`src/rtl/dcache_pkg.sv`:
```
// Shared definitions for the data-cache flush engine: tag word layout and FSM state codes.
package dcache_pkg;

    localparam int unsigned TAG_VALID_BIT = 23;
    localparam int unsigned TAG_DIRTY_BIT = 22;
    localparam int unsigned TAG_ADDR_W    = 22;
    localparam int unsigned LINE_OFFSET_W = 5;

    // Flush FSM encoding, kept as plain constants for compatibility with older tooling.
    typedef logic [2:0] flush_state_t;

    localparam flush_state_t StIdle   = 3'd0;
    localparam flush_state_t StWaitCc = 3'd1;
    localparam flush_state_t StRead   = 3'd2;
    localparam flush_state_t StCheck  = 3'd3;
    localparam flush_state_t StWrite  = 3'd4;
    localparam flush_state_t StClean  = 3'd5;
    localparam flush_state_t StNext   = 3'd6;
    localparam flush_state_t StDone   = 3'd7;

endpackage

```
`src/rtl/dcache_mem_port_mux.sv`:
```
// Owner select for the Data_Memory port: the cache controller owns it unless the flush
// engine has taken over, in which case the controller sees no ack and no read data.
module dcache_mem_port_mux #(
    parameter int unsigned ADDR_W = 32,
    parameter int unsigned LINE_W = 256
) (
    input  logic              engine_owns_i,
    input  logic              cc_mem_enable_i,
    input  logic              cc_mem_write_i,
    input  logic [ADDR_W-1:0] cc_mem_addr_i,
    input  logic [LINE_W-1:0] cc_mem_data_i,
    output logic              cc_mem_ack_o,
    output logic [LINE_W-1:0] cc_mem_data_o,
    input  logic              eng_mem_enable_i,
    input  logic              eng_mem_write_i,
    input  logic [ADDR_W-1:0] eng_mem_addr_i,
    input  logic [LINE_W-1:0] eng_mem_data_i,
    output logic              mem_enable_o,
    output logic              mem_write_o,
    output logic [ADDR_W-1:0] mem_addr_o,
    output logic [LINE_W-1:0] mem_data_o,
    input  logic              mem_ack_i,
    input  logic [LINE_W-1:0] mem_data_i
);

    // Route the memory port to whichever side currently owns it.
    always_comb begin
        if (engine_owns_i) begin
            mem_enable_o  = eng_mem_enable_i;
            mem_write_o   = eng_mem_write_i;
            mem_addr_o    = eng_mem_addr_i;
            mem_data_o    = eng_mem_data_i;
            cc_mem_ack_o  = 1'b0;
            cc_mem_data_o = '0;
        end else begin
            mem_enable_o  = cc_mem_enable_i;
            mem_write_o   = cc_mem_write_i;
            mem_addr_o    = cc_mem_addr_i;
            mem_data_o    = cc_mem_data_i;
            cc_mem_ack_o  = mem_ack_i;
            cc_mem_data_o = mem_data_i;
        end
    end

endmodule

```
`src/rtl/dcache_flush_ctrl.sv`:
```
// Write-back flush engine for the direct-mapped data cache. Walks every line, writes back
// valid+dirty lines to Data_Memory and cleans their tags while stalling the pipeline.
// Build option DCACHE_FLUSH_INVALIDATE_EN: every valid line is cleaned with an all-zero tag,
// leaving the cache empty after the walk.
module dcache_flush_ctrl
    import dcache_pkg::*;
#(
    parameter int unsigned NUM_LINES = 32,
    parameter int unsigned INDEX_W   = 5,
    parameter int unsigned TAG_W     = 24,
    parameter int unsigned LINE_W    = 256,
    parameter int unsigned ADDR_W    = 32
) (
    input  logic               clk_i,
    input  logic               rst_i,
    input  logic               flush_i,
    output logic               stall_o,
    output logic               flush_done_o,
    output logic [INDEX_W-1:0] sram_index_o,
    output logic               sram_enable_o,
    output logic               sram_write_o,
    output logic [TAG_W-1:0]   sram_tag_o,
    input  logic [TAG_W-1:0]   sram_tag_i,
    input  logic [LINE_W-1:0]  sram_data_i,
    input  logic               cc_mem_enable_i,
    input  logic               cc_mem_write_i,
    input  logic [ADDR_W-1:0]  cc_mem_addr_i,
    input  logic [LINE_W-1:0]  cc_mem_data_i,
    output logic               cc_mem_ack_o,
    output logic [LINE_W-1:0]  cc_mem_data_o,
    output logic               mem_enable_o,
    output logic               mem_write_o,
    output logic [ADDR_W-1:0]  mem_addr_o,
    output logic [LINE_W-1:0]  mem_data_o,
    input  logic               mem_ack_i,
    input  logic [LINE_W-1:0]  mem_data_i
);

    localparam logic [INDEX_W-1:0] LastIndex = INDEX_W'(NUM_LINES - 1);

    flush_state_t        state_q, state_d;
    logic [INDEX_W-1:0]  index_q, index_d;
    logic [TAG_W-1:0]    tag_q;
    logic [LINE_W-1:0]   data_q;
    logic [TAG_W-1:0]    clean_tag;
    logic                engine_owns;
    logic                eng_mem_enable;
    logic [ADDR_W-1:0]   eng_mem_addr;

    // Next-state and index sequencing for the line walk.
    always_comb begin
        state_d = state_q;
        index_d = index_q;
        unique case (state_q)
            StIdle: begin
                if (flush_i) begin
                    // Let an in-flight controller transaction finish before taking the port.
                    state_d = cc_mem_enable_i ? StWaitCc : StRead;
                end
            end
            StWaitCc: begin
                if (!cc_mem_enable_i) begin
                    state_d = StRead;
                end
            end
            StRead: state_d = StCheck;
            StCheck: begin
`ifdef DCACHE_FLUSH_INVALIDATE_EN
                if (tag_q[TAG_VALID_BIT]) begin
                    state_d = tag_q[TAG_DIRTY_BIT] ? StWrite : StClean;
                end else begin
                    state_d = StNext;
                end
`else
                if (tag_q[TAG_VALID_BIT] && tag_q[TAG_DIRTY_BIT]) begin
                    state_d = StWrite;
                end else begin
                    state_d = StNext;
                end
`endif
            end
            StWrite: begin
                if (mem_ack_i) begin
                    state_d = StClean;
                end
            end
            StClean: state_d = StNext;
            StNext: begin
                if (index_q == LastIndex) begin
                    state_d = StDone;
                end else begin
                    index_d = index_q + 1'b1;
                    state_d = StRead;
                end
            end
            StDone: begin
                index_d = '0;
                state_d = StIdle;
            end
            default: state_d = StIdle;
        endcase
    end

    // FSM state and line index.
    always_ff @(posedge clk_i or negedge rst_i) begin
        if (!rst_i) begin
            state_q <= StIdle;
            index_q <= '0;
        end else begin
            state_q <= state_d;
            index_q <= index_d;
        end
    end

    // Capture the tag and line on the SRAM read so they stay stable through write-back.
    always_ff @(posedge clk_i or negedge rst_i) begin
        if (!rst_i) begin
            tag_q  <= '0;
            data_q <= '0;
        end else if (state_q == StRead) begin
            tag_q  <= sram_tag_i;
            data_q <= sram_data_i;
        end
    end

    // Tag word written back during CLEAN.
    always_comb begin
`ifdef DCACHE_FLUSH_INVALIDATE_EN
        clean_tag = '0;
`else
        clean_tag                = tag_q;
        clean_tag[TAG_DIRTY_BIT] = 1'b0;
`endif
    end

    // Engine-side outputs decoded from the current state.
    always_comb begin
        stall_o        = (state_q != StIdle) && (state_q != StDone);
        flush_done_o   = (state_q == StDone);
        sram_index_o   = index_q;
        sram_enable_o  = (state_q == StRead) || (state_q == StClean);
        sram_write_o   = (state_q == StClean);
        sram_tag_o     = (state_q == StClean) ? clean_tag : '0;
        engine_owns    = (state_q != StIdle) && (state_q != StWaitCc);
        eng_mem_enable = (state_q == StWrite);
        eng_mem_addr   = {tag_q[TAG_ADDR_W-1:0], index_q, {LINE_OFFSET_W{1'b0}}};
    end

    dcache_mem_port_mux #(
        .ADDR_W (ADDR_W),
        .LINE_W (LINE_W)
    ) u_port_mux (
        .engine_owns_i    (engine_owns),
        .cc_mem_enable_i  (cc_mem_enable_i),
        .cc_mem_write_i   (cc_mem_write_i),
        .cc_mem_addr_i    (cc_mem_addr_i),
        .cc_mem_data_i    (cc_mem_data_i),
        .cc_mem_ack_o     (cc_mem_ack_o),
        .cc_mem_data_o    (cc_mem_data_o),
        .eng_mem_enable_i (eng_mem_enable),
        .eng_mem_write_i  (eng_mem_enable),
        .eng_mem_addr_i   (eng_mem_addr),
        .eng_mem_data_i   (data_q),
        .mem_enable_o     (mem_enable_o),
        .mem_write_o      (mem_write_o),
        .mem_addr_o       (mem_addr_o),
        .mem_data_o       (mem_data_o),
        .mem_ack_i        (mem_ack_i),
        .mem_data_i       (mem_data_i)
    );

endmodule
```
`config.mk`:
```
export PLATFORM = sky130hd
export DESIGN_NAME = dcache_flush_ctrl
export DESIGN_NICKNAME = d
export VERILOG_FILES = /design/src/rtl/dcache_pkg.sv /design/src/rtl/dcache_mem_port_mux.sv /design/src/rtl/dcache_flush_ctrl.sv
export SDC_FILE = /design/constraint.sdc
export NUM_CORES = 1
export LEC_CHECK = 0
export BUFFER_PORTS_ARGS = -buffer_cell sky130_fd_sc_hd__buf_2
export CAP_MARGIN = 20
export CORE_AREA = 2 2 544 546
export DETAILED_ROUTE_END_ITERATION = 6
export DIE_AREA = 0 0 546 548
export PLACE_DENSITY = 0.3
export SETUP_SLACK_MARGIN = 0.4
export SLEW_MARGIN = 20
export SYNTH_ARGS = -nofsm -noshare
export SYNTH_HDL_FRONTEND = slang
export SYNTH_SLANG_ARGS = --single-unit
```
`constraint.sdc`:
```
create_clock -name clk_i -period 2.2 [get_ports clk_i]
set_input_delay 0.33 -clock clk_i [delete_from_list [all_inputs] [get_ports clk_i]]
set_output_delay 0.33 -clock clk_i [all_outputs]
set_load 0.02 [all_outputs]
```
# Word-level counts from Yosys, hierarchy flattened
# Index checks and enable logic that the tools add are counted.
[op_classes] add_sub_neg=1 n_eq_ne=14 n_mux=16 n_reduce_logical=9
[op_table] cell="2-to-1 mux 256 bit" n=2
[op_table] cell="2-to-1 mux 32 bit" n=1
[op_table] cell="2-to-1 mux 24 bit" n=1
[op_table] cell="one-hot mux 3 bit (8 select lines)" n=1
[op_table] cell="equality test 3 bit (second input constant)" n=4
[op_table] cell="2-to-1 mux 3 bit" n=4
[op_table] cell="one-hot mux 5 bit (2 select lines)" n=1
[op_table] cell="!= test 2 bit (second input constant)" n=4
[op_table] cell="equality test 3 x 2 -> 1 bit (second input constant)" n=2
[op_table] cell="adder 5 x 1 -> 5 bit (second input constant)" n=1
[op_table] cell="equality test 5 bit (second input constant)" n=1
[op_table] cell="2-to-1 mux 5 bit" n=1
[op_table] cell="2-to-1 mux 2 bit" n=2
[op_table] cell="equality test 3 x 1 -> 1 bit (second input constant)" n=1
[op_table] cell="logical AND 1 bit" n=3
[op_table] cell="zero test 3 bit" n=1
[op_table] cell="2-to-1 mux 1 bit" n=3
[op_table] cell="!= test 3 x 1 -> 1 bit (second input constant)" n=1
[op_table] cell="!= test 3 bit (second input constant)" n=1
[op_table] cell="AND reduction 3 bit" n=1
[op_table] cell="nonzero test 3 bit" n=1
[op_table] cell="AND reduction 2 bit" n=1
[op_table] cell="nonzero test 2 bit" n=1
[op_table] cell="logical OR 1 bit" n=1
[word_totals] reg_bits=288 in_bits=830 output_inout_bits=580

# Logic depth before layout (Yosys ltp)
# Gate-level depths: netlist of run 1.
[depth] word_depth=3 ltp_mapped=6 mapped_depth_nobuf=6

# Cells and area by module
# A second synthesis of run 1 with hierarchy kept.
[unflattened] cells_unflattened=1284 area_unflattened_um2=17543.1
[modules_own_cells] module="dcache_flush_ctrl" instances=1 cells_each=676 area_per_inst_um2=11055.6 seq_area_each_um2=7206.9
[modules_own_cells] module="dcache_mem_port_mux" instances=1 cells_each=608 area_per_inst_um2=6487.5 seq_area_each_um2=0.0

# Worst setup path after synthesis of run 1
# Ideal clock, no wire load.
[synth_path] path_type="reg2out" from="reg state_q[1]" to="out mem_addr_o[10]" arrival_time_ns=1.468 t_required_ns=1.870 setup_slack_ns=0.402 stages_incl_launch_ff=6 path_buffers=3 path_cell_list="dfrtp_1 buf_2 nor2_2 buf_2 buf_4 mux2_2"
[synth_via] elab_chain_len=3
[synth_rtl] element="from (decl)" line="dcache_flush_ctrl.sv:41" source="flush_state_t state_q, state_d;"
[synth_rtl] element="from (signal assigned)" line="dcache_flush_ctrl.sv:107" source="state_q <= StIdle;"
[synth_rtl] element="from (signal assigned)" line="dcache_flush_ctrl.sv:110" source="state_q <= state_d;"
[synth_rtl] element="!= test 3 x 1 -> 1 bit / nonzero test 3 bit (equally long branches)" line="dcache_flush_ctrl.sv:144" source="engine_owns = (state_q != StIdle) && (state_q != StWaitCc);"
[synth_rtl] element="logical AND 1 bit *" line="dcache_flush_ctrl.sv:144"
[synth_rtl] element="2-to-1 mux 32 bit *" line="dcache_mem_port_mux.sv:28" source="if (engine_owns_i) begin"
[synth_rtl] element="to (decl)" line="dcache_flush_ctrl.sv:33" source="output logic [ADDR_W-1:0] mem_addr_o,"
# Mark *: on every way between the ends. The rest lies on a longest branch, timed or not.

# Final worst setup path of run 1
[layout_path] from="reg state_q[1]" to="out mem_data_o[204]"
[layout_via] elab_chain_len=3
[layout_rtl] element="!= test 3 x 1 -> 1 bit / nonzero test 3 bit (equally long branches)" line="dcache_flush_ctrl.sv:144"
[layout_rtl] element="logical AND 1 bit *" line="dcache_flush_ctrl.sv:144"
[layout_rtl] element="2-to-1 mux 256 bit *" line="dcache_mem_port_mux.sv:28"
[layout_rtl] element="to (decl)" line="dcache_flush_ctrl.sv:34" source="output logic [LINE_W-1:0] mem_data_o,"
# Marks and branches as above.

==> out/metrics.yaml, run 1 <==
drt:
  firstDrtPassIters: 4
  wl_per_cell_microns: 23.4
  drt_wl_total_microns: 165000
  final_antenna_net_count: 0
  vias: 18931
  viasPerCell: 2.69
  drt_iter0_markers: 851
  route.detailed.drc: 0
power:
  cellLeakagePower_nw: 15.7
  p_int_mw: 27.2
  combinationalPowerShare_pct: 61.9
  powerDensity_nw_per_um2: 1400
  pwr-share-clk_pct: 16.1
  sw_frac_of_total_pct: 44.2
  vdd_drop_max_uv: 856
  seq_power_share_pct: 22.0
  power.switching_mw: 21.5
yosys:
  synth.avg_cell_area_sq_um: 12.6
  ys_seq_elements: 288
  syn_nets: 2115
  synthArstFlopShare_pct: 100
  yosysWarnings: 0
  synth_cells: 1283
  synth_top_area_share_pct: 44.5
  yosys.area.top_type: "dfrtp_1"
  yosysSeqAreaShare_pct: 44.5
  synthesis.area_sq_um: 16200
  synthFlopType: "dfrtp_1"
  netlist_top_cells_area: "dfrtp_1 (44%), mux2_2 (33%), and2_1 (11%), mux2_1 (6.2%), buf_4 (1.3%)"
  synth_cell_types: 30
  synth_edf_count: 0
timing:
  clock.fmax_mhz: 375
  finClkSkew_ps: 25.1
  min_period_ps: 2670
  timing.hold.ws_ps: 105
  finalMaxSlewViolations: 0
  worst_slack_ps: -469
  slew-limit-headroom_pct: 66.1
  min_period_over_period_pct: 121
  rsz0062_at_grt: "yes"
  worstMarginPinSlew_ps: 509
  finalSetupViolations: 572
  hold_violations: 0
clock_tree:
  htree_levels: 2
  clkLatencyLatePin_ps: 650
  cts_tree: "yes"
  cts_made_buffers: 43
  cts_sinks: 288
  clock-root-buffer: "clkbuf_16"
  path_clk_slew_ps: 60
  cts_buffer_depth: 3
worst_setup_path:
  cp-start-kind: "flip-flop"
  path_class: "flip-flop to output pin"
  worstSetupEndpointType: "output pin"
  arrival_ps: 2340
  worstPathRequired_ps: 1870
  crit_fanout: 10
outcome:
  status: "complete, but fails checks"
  violations: "setup timing"
floorplanning:
  ios: 1410
  die_height_microns: 548
  core_sq_um: 293000
  rows: 199
  die_area_sq_um: 299000
  die_w_microns: 546
  start_util_pct: 5.53
grt:
  grt_pass1_wl_microns: 204000
  grt_max_degree: 67
  grt_antenna_before_repair: 237
  grt_usage_pct: 10.4
  grt_overflow: 0
  first_global_vias: 19125
finish:
  final_nets: 3873
  final-seq-area_sq_um: 7210
  multiInputGateArea_sq_um: 8710
  area_growth_pct: 115
  most-common-layout-cells: "buf_2 (1318), mux2_2 (403), dfrtp_1 (288)"
  final_common_cell: "buf_2"
  n_fill_cell: 33695
  final_core_util_pct: 11.9
  final_layout_size_suffix_gt1_share_pct: 67.8
placement:
  port_buffers: 1408
  hpwl_microns: 143000
  place_ws_ps: 82.5
  gp_congestion: 1.05
run:
  maxCapViolCount: 0
min_path:
  hp-class: "input port to flip-flop"
-- metrics by stage --
| stage | area, sq um | total power [mW] | instances | setup TNS (ps) |
|---|---|---|---|---|
| 4_1_cts | 33800 | 48.1 | 6980 | -251380 |
| 3_5_place_dp | 28800 | 37.7 | 6601 | 0 |
| 3_3_place_gp | 28800 | 37.8 | 6601 | 0 |
| 5_1_grt | 34700 | 51.5 | 7020 | -256770 |
| 2_1_floorplan | 16200 | 26.0 | 1283 | 0 |
| 6_report | 34800 | 48.6 | 7048 | -192990 |
-- per-layer routing --
metal / wire, microns / GRT usage [%] / up-vias
met3: 15900 / 3.92 / 370
met1: 64300 / 12.1 / 9005
met2: 77800 / 17.7 / 1408
li1: - / - / 8086
met4: 6170 / 3.12 / 62
met5: 415 / 0 / -
-- cell usage after synthesis (2+ instances only) --
cell type  count
mux2_2       474
dfrtp_1      288
and2_1       285
mux2_1        89
buf_2         29
buf_4         29
clkbuf_1      29
buf_6         10
nand2_1        7
nor2_1         6
o21ai_0        6
a21oi_1        4
nand2b_1       4
a22oi_1        3
nor2b_1        3
ha_1           2
nor3_1         2
-- final cells by class --
class,count,share of cell area (%)
flip-flops and latches,288,20.7
repair buffers,1810,35.3
clock buffers,57,3.53
clock inverters,23,0.899
well taps,3919,14.1
inverters,1,0.0108
multi-input cells,897,25.0
diodes,53,0.381
-- worst paths after layout --
path / start / to / slack, ps / cells past startpoint
hold reg to reg: data_q[216]$_DFFE_PN0P_ / data_q[216]$_DFFE_PN0P_ / 480 / 1
hold / removal: cc_mem_enable_i / state_q[1]$_DFFE_PN0P_ / 100 / 4
setup reg to reg: state_q[1]$_DFFE_PN0P_ / data_q[21]$_DFFE_PN0P_ / 90 / 7
setup / recovery: state_q[1]$_DFFE_PN0P_ / mem_data_o[204] / -470 / 7
min in group asynchronous: rst_i / data_q[82]$_DFFE_PN0P_ / 130 / 2
max in group asynchronous: rst_i / data_q[9]$_DFFE_PN0P_ / 1180 / 4
-- state kept, by name (all words and copies together), names as in the netlist --
signal / count
data_q: 256
tag_q: 24
sram_index_o: 5
state_q: 3
-- cells by family after synthesis --
group	synth area share (%)
muxes	39.2
and+or+nand+nor	11.9
DFF	44.5
buffers and inverters	3.63
AOI/OAI and AO/OA	0.656
adders and majority gates	0.154
other	0.0231
-- power groups by stage --
stage	clock, mW	combinational [mW]	sequential, mW
floorplan	0	16.9	9.10
global placement	0	26.8	11.0
detailed placement	0	26.8	10.9
CTS	8.31	28.9	10.9
global route	8.43	32.0	11.1
finish	7.82	30.1	10.7
-- critical path: stages (launching register included) --
cell     delay (ps)
dfrtp_1         410
nor2_4          110
buf_12          160
buf_16          170
buf_12          140
buf_16          120
mux2_2          340
buf_2           160
-- what timing repair did --
action	4_1_cts	5_1_grt
hold buffers	284	0
endpoints found under the hold margin	427	0
setup buffers	10	7
endpoints found under the setup margin	854	859
gates resized for setup	97	184
pin swaps	1	3
gates cloned	5	8
(Power assumes the default switching activity.)
==> run 2, diff against run 1 <==
--- a/config.mk
+++ b/config.mk
@@ -14,2 +14,3 @@
 export SETUP_SLACK_MARGIN = 0.4
+export SKIP_LAST_GASP = 1
 export SLEW_MARGIN = 20
==> constraint.sdc (replaced) <==
create_clock -name clk_i -period 2.2 [get_ports clk_i]
set_input_delay 0.44 -clock clk_i [delete_from_list [all_inputs] [get_ports clk_i]]
set_output_delay 0.44 -clock clk_i [all_outputs]
set_load 0.02 [all_outputs]
==> run 2 against run 1 <==
Net effect: the run still ends with setup timing left; final area rose by 7.9%; clock power down 2%; sequential power is essentially flat.
==> out/metrics.yaml, run 2 (synthesis gave the netlist of run 1 again) <==
outcome:
  status: "complete, but fails checks"
  violations: "setup timing"
placement:
  place_ws_ps: -160
  port_buffers: 1408
  gp_congestion: 0.926
  hpwl_microns: 163000
grt:
  grt_usage_pct: 11.9
  grt_overflow: 0
  grt_max_degree: 56
  first_global_vias: 19543
  grt_pass1_wl_microns: 229000
  grt_antenna_before_repair: 243
timing:
  finalMaxSlewViolations: 0
  finClkSkew_ps: 40.8
  min_period_ps: 2850
  setup_tns_ps: -305230
  worstMarginPinSlew_ps: 533
  rsz0062_at_grt: "yes"
  min_period_over_period_pct: 130
  worst_slack_ps: -650
  hold_violations: 0
  slew-limit-headroom_pct: 64.4
  finalSetupViolations: 574
  clock.fmax_mhz: 351
clock_tree:
  cts_sinks: 288
  cts_buffer_depth: 3
  clkLatencyLatePin_ps: 670
  cts_made_buffers: 44
  clock-root-buffer: "clkbuf_16"
  cts_tree: "yes"
  htree_levels: 2
  path_clk_slew_ps: 60
floorplanning:
  die_area_sq_um: 299000
  core_sq_um: 293000
  die_w_microns: 546
  rows: 199
  die_height_microns: 548
  ios: 1410
  start_util_pct: 5.53
worst_setup_path:
  reg2reg_slack_ps: 140
  path_class: "flip-flop to output pin"
  rr_endpoint: "data_q[145]$_DFFE_PN0P_"
  startpoint: "state_q[1]$_DFFE_PN0P_"
  arrival_ps: 2410
  reg2reg_from: "state_q[1]$_DFFE_PN0P_"
  worstSetupEndpointType: "output pin"
  rr_worst_depth: 6
  cp-start-kind: "flip-flop"
  critPathCapture: "mem_data_o[176]"
  crit_fanout: 7
  worstPathRequired_ps: 1760
finish:
  largest_register_ffs: 256
  top_register: "data_q"
  final_common_cell: "buf_2"
  final_core_util_pct: 12.8
  area_growth_pct: 132
  most-common-layout-cells: "buf_2 (1116), mux2_2 (333), dfrtp_1 (288)"
  final_nets: 3907
  n_fill_cell: 33478
  final_layout_size_suffix_gt1_share_pct: 72.4
drt:
  drt_iter0_markers: 797
  wl_per_cell_microns: 26.7
  firstDrtPassIters: 5
  route.detailed.drc: 0
  vias: 19166
  viasPerCell: 2.71
  drt_wl_total_microns: 189000
  final_antenna_net_count: 0
min_path:
  holdPathStages: 3
  hp-class: "input port to flip-flop"
  hold_start: "cc_mem_enable_i"
power:
  powerDensity_nw_per_um2: 1470
  vdd_drop_max_uv: 883
  cellLeakagePower_nw: 16.8
run:
  maxCapViolCount: 0
[run 2: cell types whose count changed in the layout (fill, tap and decap cells not counted), moves of 5 or more]
| cell | change |
|---|---|
| and2_1 | -112 |
| and2_4 | +114 |
| buf_12 | +26 |
| buf_16 | +9 |
| buf_2 | -202 |
| buf_4 | +21 |
| buf_6 | +166 |
| buf_8 | +23 |
| clkbuf_16 | +7 |
| diode_2 | -5 |
| dlygate4sd3_1 | -17 |
| mux2_2 | -70 |
| mux2_4 | +70 |
[run 2: cell type report]
type                       count  area [sq um]  area share (%)
timing repair buffer        1843         14500            38.6
clock buffer                  61          1320            3.51
inverter                       1          3.75          0.0100
multi-input combinational    897          9250            24.7
sequential                   288          7210            19.2
tap                         3919          4900            13.1
antenna                       48           120           0.320
clock inverter                20           230           0.614
[run 2: metrics by stage]
stage	cell area, sq um	power [mW]	hold slack, ps	cells
2_1_floorplan	16200	26.0	144	1283
3_3_place_gp	28900	39.3	450	6605
3_5_place_dp	28900	39.3	457	6605
4_1_cts	35400	52.4	2.93	7008
5_1_grt	37500	58.1	30.1	7053
6_report	37500	55.1	94.3	7077
[run 2: report_power, final]
group,switching (mW),internal (mW),total (mW)
Combinational,18.3,18.3,36.6
Sequential,2.76,8.10,10.9
Clock,3.14,4.55,7.69
[run 2: what timing repair did]
item	CTS	global route
hold buffers	267	0
gates resized for setup	396	521
pin swaps	41	37
hold endpoints to repair	284	0
setup endpoints to repair	858	862
cloned	23	14
buffers inserted	32	7
[run 2: how the worst min path moves through the flow]
| stage | end | slack [ps] |
|---|---|---|
| 6_report | state_q[0]$_DFFE_PN0P_ | 90 |
| 5_1_grt | data_q[121]$_DFFE_PN0P_ | 30 |
| 4_1_cts | state_q[0]$_DFFE_PN0P_ | 3 |
| 3_5_place_dp | data_q[229]$_DFFE_PN0P_ | 460 |
| 3_3_place_gp | data_q[229]$_DFFE_PN0P_ | 450 |
| 2_1_floorplan | data_q[0]$_DFFE_PN0P_ | 140 |
[run 2: layer usage]
layer | up-vias | global-route usage, % | part of all wire [%]
met2 | 1373 | 20.6 | 48
li1 | 8127 | - | -
met5 | - | 0 | 0.27
met1 | 9149 | 14.2 | 40
met3 | 435 | 3.57 | 8.2
met4 | 82 | 3.41 | 4.0
[run 2: worst max-delay path, cell delays in order (launching register included)]
cell	delay [ps]
dfrtp_1	400
nor2_4	160
buf_12	140
buf_16	180
buf_8	160
clkbuf_16	170
mux2_4	330
buf_6	140
